$ cat config.mk
export PLATFORM = sky130hd
export DESIGN_NAME = iso14443a_tagsim_sequencer
export DESIGN_NICKNAME = d
export VERILOG_FILES = /design/src/rtl/iso14443a_tagsim_sequencer.sv
export SDC_FILE = /design/constraint.sdc
export NUM_CORES = 1
export LEC_CHECK = 0
export ABC_AREA = 0
export BUFFER_PORTS_ARGS = -buffer_cell sky130_fd_sc_hd__buf_2
export CAP_MARGIN = 20
export CORE_MARGIN = 5
export CORE_UTILIZATION = 33
export DETAILED_ROUTE_END_ITERATION = 8
export GPL_TIMING_DRIVEN = 0
export SYNTH_ARGS = -nofsm -noshare
export SYNTH_HDL_FRONTEND = slang
export SYNTH_SLANG_ARGS = --single-unit
$ cat constraint.sdc
create_clock -name ck_1356meg -period 2.9 [get_ports ck_1356meg]
set_input_delay 0.435 -clock ck_1356meg [delete_from_list [all_inputs] [get_ports ck_1356meg]]
set_output_delay 0.435 -clock ck_1356meg [all_outputs]
set_load 0.02 [all_outputs]
$ cat src/rtl/iso14443a_tagsim_sequencer.sv
// Drives mod_type for the hi_iso14443a tag-simulation datapath. While the reader
// transmits it holds TAGSIM_LISTEN. After the reader's end-of-frame it waits out the
// frame delay time, modulates for the armed response length, then holds listen for a
// guard time. Every other mode is passed through from req_mode with one cycle of latency.
module iso14443a_tagsim_sequencer #(
  parameter int unsigned FDT_0     = 1172,  // frame delay when the last reader bit was 0
  parameter int unsigned FDT_1     = 1236,  // frame delay when the last reader bit was 1
  parameter int unsigned PIPE_COMP = 0,     // modulation-path latency, must be < FDT_0
  parameter int unsigned BIT_CYC   = 128,   // carrier cycles per response bit
  parameter int unsigned GUARD_CYC = 1024,  // listen-only cycles after a response, >= 1
  parameter int unsigned LEN_W     = 9
) (
  input  logic             ck_1356meg,
  input  logic             rst_n,
  input  logic             enable,
  input  logic [2:0]       req_mode,
  input  logic             rx_eof,
  input  logic             last_bit,
  input  logic             tx_arm,
  input  logic [LEN_W-1:0] tx_len,
  output logic             tx_ready,
  output logic [2:0]       mod_type,
  output logic             tx_bit_req,
  output logic             tx_done,
  output logic             tx_abort,
  output logic             busy
);

  localparam int unsigned FdtMax = (FDT_0 > FDT_1) ? FDT_0 : FDT_1;
  localparam int unsigned DlyMax = (FdtMax > GUARD_CYC) ? FdtMax : GUARD_CYC;
  localparam int unsigned DlyW   = $clog2(DlyMax + 1);
  localparam int unsigned BitW   = (BIT_CYC > 1) ? $clog2(BIT_CYC) : 1;

  // The delay counter is shared by WAIT_FDT and GUARD; both load N-1 and exit at 0.
  localparam logic [DlyW-1:0] Fdt0Load  = DlyW'(FDT_0 - PIPE_COMP - 1);
  localparam logic [DlyW-1:0] Fdt1Load  = DlyW'(FDT_1 - PIPE_COMP - 1);
  localparam logic [DlyW-1:0] GuardLoad = DlyW'(GUARD_CYC - 1);
  localparam logic [BitW-1:0] BitLast   = BitW'(BIT_CYC - 1);

  localparam logic [2:0] ModTagListen = 3'b001;
  localparam logic [2:0] ModTagMod    = 3'b010;

  typedef enum logic [2:0] {
    StIdle,
    StListen,
    StArmed,
    StWaitFdt,
    StModulate,
    StGuard
  } state_e;

  state_e           state_q, state_d;
  logic [DlyW-1:0]  dly_q, dly_d;
  logic [BitW-1:0]  bitc_q, bitc_d;   // cycle within the current response bit
  logic [LEN_W-1:0] bidx_q, bidx_d;   // response bits already completed
  logic [LEN_W-1:0] len_q, len_d;
  logic [LEN_W-1:0] bidx_inc;
  logic [2:0]       mod_d;
  logic             ready_d, bit_req_d, done_d, abort_d, busy_d;
  logic             active;
  logic [DlyW-1:0]  fdt_load;

  assign active   = enable && (req_mode == ModTagListen);
  assign fdt_load = last_bit ? Fdt1Load : Fdt0Load;
  // bidx_q never exceeds len_q - 1, so the increment cannot wrap even at the maximum length.
  assign bidx_inc = bidx_q + LEN_W'(1);

  // Next-state, counters and registered-output values.
  always_comb begin
    state_d   = state_q;
    dly_d     = dly_q;
    bitc_d    = bitc_q;
    bidx_d    = bidx_q;
    len_d     = len_q;
    mod_d     = ModTagListen;
    bit_req_d = 1'b0;
    done_d    = 1'b0;
    abort_d   = 1'b0;

    if (!active) begin
      // Leaving tag-sim always wins; only a response already on air is reported.
      state_d = StIdle;
      mod_d   = req_mode;
      abort_d = (state_q == StModulate);
      dly_d   = '0;
      bitc_d  = '0;
      bidx_d  = '0;
      len_d   = '0;
    end else begin
      case (state_q)
        StIdle: state_d = StListen;
        StListen: begin
          // An eof arriving with the arm is dropped: that frame gets no response.
          if (tx_arm && (tx_len != '0)) begin
            len_d   = tx_len;
            state_d = StArmed;
          end
        end
        StArmed: begin
          if (rx_eof) begin
            dly_d   = fdt_load;
            state_d = StWaitFdt;
          end
        end
        StWaitFdt: begin
          if (rx_eof) begin
            // Reader restarted its frame; time the delay from the newest eof.
            dly_d = fdt_load;
          end else if (dly_q == '0) begin
            state_d   = StModulate;
            mod_d     = ModTagMod;
            bitc_d    = '0;
            bidx_d    = '0;
            bit_req_d = 1'b1;
          end else begin
            dly_d = dly_q - DlyW'(1);
          end
        end
        StModulate: begin
          mod_d = ModTagMod;
          if (bitc_q == BitLast) begin
            bitc_d = '0;
            if (bidx_inc == len_q) begin
              state_d = StGuard;
              mod_d   = ModTagListen;
              done_d  = 1'b1;
              dly_d   = GuardLoad;
              bidx_d  = '0;
              len_d   = '0;
            end else begin
              bidx_d    = bidx_inc;
              bit_req_d = 1'b1;
            end
          end else begin
            bitc_d = bitc_q + BitW'(1);
          end
        end
        StGuard: begin
          if (dly_q == '0) begin
            state_d = StListen;
          end else begin
            dly_d = dly_q - DlyW'(1);
          end
        end
        default: state_d = StIdle;
      endcase
    end

    ready_d = (state_d == StListen);
    busy_d  = (state_d == StArmed) || (state_d == StWaitFdt) ||
              (state_d == StModulate) || (state_d == StGuard);
  end

  // State, counters and all outputs are registered.
  always_ff @(posedge ck_1356meg or negedge rst_n) begin
    if (!rst_n) begin
      state_q    <= StIdle;
      dly_q      <= '0;
      bitc_q     <= '0;
      bidx_q     <= '0;
      len_q      <= '0;
      mod_type   <= 3'b000;
      tx_ready   <= 1'b0;
      tx_bit_req <= 1'b0;
      tx_done    <= 1'b0;
      tx_abort   <= 1'b0;
      busy       <= 1'b0;
    end else begin
      state_q    <= state_d;
      dly_q      <= dly_d;
      bitc_q     <= bitc_d;
      bidx_q     <= bidx_d;
      len_q      <= len_d;
      mod_type   <= mod_d;
      tx_ready   <= ready_d;
      tx_bit_req <= bit_req_d;
      tx_done    <= done_d;
      tx_abort   <= abort_d;
      busy       <= busy_d;
    end
  end

endmodule

==> summary.txt <==
Status
  • Status: complete, no violations

STA
  • Max frequency: 370 MHz
  • RSZ-0062 raised after global routing: no
  • Setup Viol. Count Final: 0
  • Setup Skew: roughly 0.012 ns
  • Final period utilization: 0.932
  • Final hold violations: 0
  • Worst slew pin tran: just over 1 ns
  • Fin crit period: ~2.7 ns
  • Fin worst setup slack: slightly below 0.2 ns
  • Relative slew slack: 0.327
  • Setup TNS: 0 ns
  • Max Slew Vio Count: 0

Setup path
  • Worst R2R End: dly_q[9]
  • Critical path depth in cells: 10
  • CP Max Fanout: 10
  • Worst r2r src: dly_q[0]
  • Slowest stage delay, CP: 0.49 ns
  • R2R setup slack: around 0.20 ns
  • Worst Setup SP: dly_q[0]
  • Worst path bufs/invs: 3
  • CP cell instances: inv_1, ha_2, or4b_1, clkbuf_1, or4_4, buf_6, o2111ai_1, o21ai_1, o311ai_1, o21ai_1
  • Worst endpoint required time: ~3.1 ns
  • Crit Path Class: reg -> reg
  • Critical path's most frequent cell: o21ai_1
  • Slowest CP cell: or4_4
  • Reg2reg path depth: 10
  • Setup crit end: dly_q[9]
  • Startpoint Class: register
  • Critical path's top delay family: simple AND/OR/NAND/NOR gates
  • Critical Path AT: 2.88 ns
  • CP Capture Type: register

CTS
  • Root cell of the clock tree: clkbuf_8
  • CTS tree: yes
  • # hold bufs at CTS: 0
  • Clk_lat worst skew: about 0.3 ns
  • H-tree depth: 2
  • Reg clk slew, reported paths: 0.09 ns
  • CTS Sinks: 47
  • Cts bufs inserted: 5
  • Max Root-Sink Buffers: 2

Synth
  • Yosys warning count: 0
  • Mapped Cells: 340
  • Yosys cell types: 65
  • Post-synthesis register bit count: 47
  • Most used DFF post-synth: dfrtp_1
  • Syn_area_per_cell: about 8.8 µm²
  • Post-synthesis sequential area ratio: 0.392
  • Syn_nets: roughly 360
  • Synth Cell Area: ~0.003 mm²
  • Post-synth ARST share: 1.00
  • EDFF count, synth: 0

Drt
  • Final ANT Viol Nets: 0
  • Routed vias/inst: slightly below 6
  • WL final: about 7.9 mm
  • DRT Pass-1 Iters: 5
  • Vias post-DR: approximately 2800
  • Number of DRC markers in iteration 0: ~190
  • DRC: 0
  • Drt wl/cell: 16.4 µm

Placement
  • Port Buffers: 25
  • RePlAce Congestion: between 0.8 and 0.9
  • Dpl ws: -0.0446 ns
  • Detail Placement HPWL: between 5 and 6 mm

Floorplan
  • Row cnt: 34
  • IO Pins: 26
  • Die width: about 110 µm
  • Die area: about 0.011 mm²
  • Core area: between 0.008 and 0.009 mm²
  • Die Span Y: between 100 and 150 µm
  • Initial Util: 0.341

Pwr
  • P_int: 976 µW
  • Power consumption: ~1300 µW
  • Sequential power share: 0.524
  • Combinational Power Share: 0.081
  • Sw Ratio: 0.230
  • Net Sw Power: 292 µW
  • Maximum vdd drop: between 150 and 200 µV
  • Clk pwr share: 0.395
  • Power per Cell Area: between 300 and 400 mW/mm²
  • Leak: between 0.001 and 0.0015 µW

Final layout
  • Commonest non-fill, non-tap cell in the layout: dfrtp_1
  • Sequential cell area: between 0.001 and 0.0015 mm²
  • Multi-input logic area: approximately 0.0017 mm²
  • Final net count: slightly below 400
  • Proportion of layout cells with a drive suffix above 1: 0.157
  • Fillcell total: just under 900
  • Number of diodes: 0
  • Layout area overhead: 14.3%
  • Commonest cells after routing, fill and taps aside: 47 x dfrtp_1, 40 x nand2_1, 36 x o21ai_0
  • Final Core Density: 0.390

Global route
  • GR Overflow Total: 0
  • Global-route wire length before repair: 13.1 mm
  • Antenna violations before repair: 0
  • GR Util All Layers: 0.143
  • Pin count of the biggest net entering global routing: 48
  • Vias in the first global route: between 2000 and 3000

Hold path
  • Worst hold path class: in -> async

Run
  • Max cap viols: 0
## stage by stage
stage | hold slack (ns) | area (µm²) | std cells
3_3_place_gp | 0.499 | 3260 | 473
6_report | 0.0723 | 3430 | 484
2_1_floorplan | 0.139 | 3000 | 340
3_5_place_dp | 0.505 | 3260 | 473
5_1_grt | 0.0980 | 3430 | 484
4_1_cts | 0.341 | 3390 | 481
## layout make-up
cell class                      instances  share of cell area
Tap cell                              108              0.0394
Buffer                                 19              0.0281
Multi-Input combinational cell        267               0.501
Timing Repair Buffer                   28              0.0467
Clock buffer                            6              0.0241
Sequential cell                        47               0.343
Clock inverter                          2              0.0102
Inverter                                7             0.00766
## metal layers
metal	wire [µm]	part of all wire	up-vias	track usage
li1	-	-	1375	-
met2	3960	0.50	68	0.234
met5	0	0	-	0
met4	92	0.012	0	0.0440
met3	274	0.035	8	0.0263
met1	3600	0.45	1347	0.192
## cells by family (layout without fill, tap and decap cells)
group,Yosys count,in the layout,share of synthesized area
fa+ha+maj,3,3,0.0125
compound gates,110,110,0.261
mux,2,2,0.00667
xor+xnor,15,15,0.0534
buf+inv,26,62,0.0404
simple gates,137,137,0.235
flops,47,47,0.392
## power groups by stage
stage | Sequential [µW] | Combinational [µW] | Clock (µW)
5_1_grt | 664 | 114 | 550
4_1_cts | 664 | 100 | 521
3_5_place_dp | 677 | 99.0 | 0
3_3_place_gp | 676 | 98.4 | 0
2_1_floorplan | 679 | 49.4 | 0
6_report | 663 | 103 | 501
## cell usage after synthesis, types with 4 or more instances
master / instances / share of area
dfrtp_1: 47 / 0.39
nand2_1: 40 / 0.050
o21ai_0: 36 / 0.060
nor2_1: 25 / 0.031
nand3_1: 14 / 0.023
clkbuf_1: 12 / 0.015
a21oi_1: 11 / 0.018
a32oi_1: 10 / 0.029
and3_1: 9 / 0.019
xor2_1: 8 / 0.023
inv_1: 7 / 0.0088
nand4_1: 7 / 0.015
nor3_1: 7 / 0.012
nor4_1: 7 / 0.015
or3_1: 5 / 0.010
xnor2_1: 5 / 0.015
a21o_1: 4 / 0.010
buf_2: 4 / 0.0067
o22ai_1: 4 / 0.0083
or4_1: 4 / 0.010
## worst min path at each step
stage | from | to | cells after the start
after global placement | bitc_q[6] | bitc_q[6] | 2
after detailed placement | bitc_q[1] | bitc_q[1] | 1
after CTS | req_mode[2] | mod_type[2] | 2
after global routing | rst_n | tx_ready | 1
final | rst_n | bitc_q[3] | 1
after floorplan | rst_n | bidx_q[0] | 0
## what timing repair did
action                                 in CTS  in global routing
gates cloned                                0                  0
pin swaps                                   0                  1
buffers inserted                            0                  2
resized for setup                           2                  2
endpoints found under the hold margin       0                  0
setup endpoints to repair                  10                 11
## sequential cells by signal, summed over array words and instances, names as in the netlist
name        cells
dly_q          11
tx_ready        1
tx_bit_req      1
state_q         3
tx_abort        1
tx_done         1
mod_type        3
bitc_q          7
len_q           9
bidx_q          9
busy            1
No activity file was read; power rests on OpenSTA's default activity.
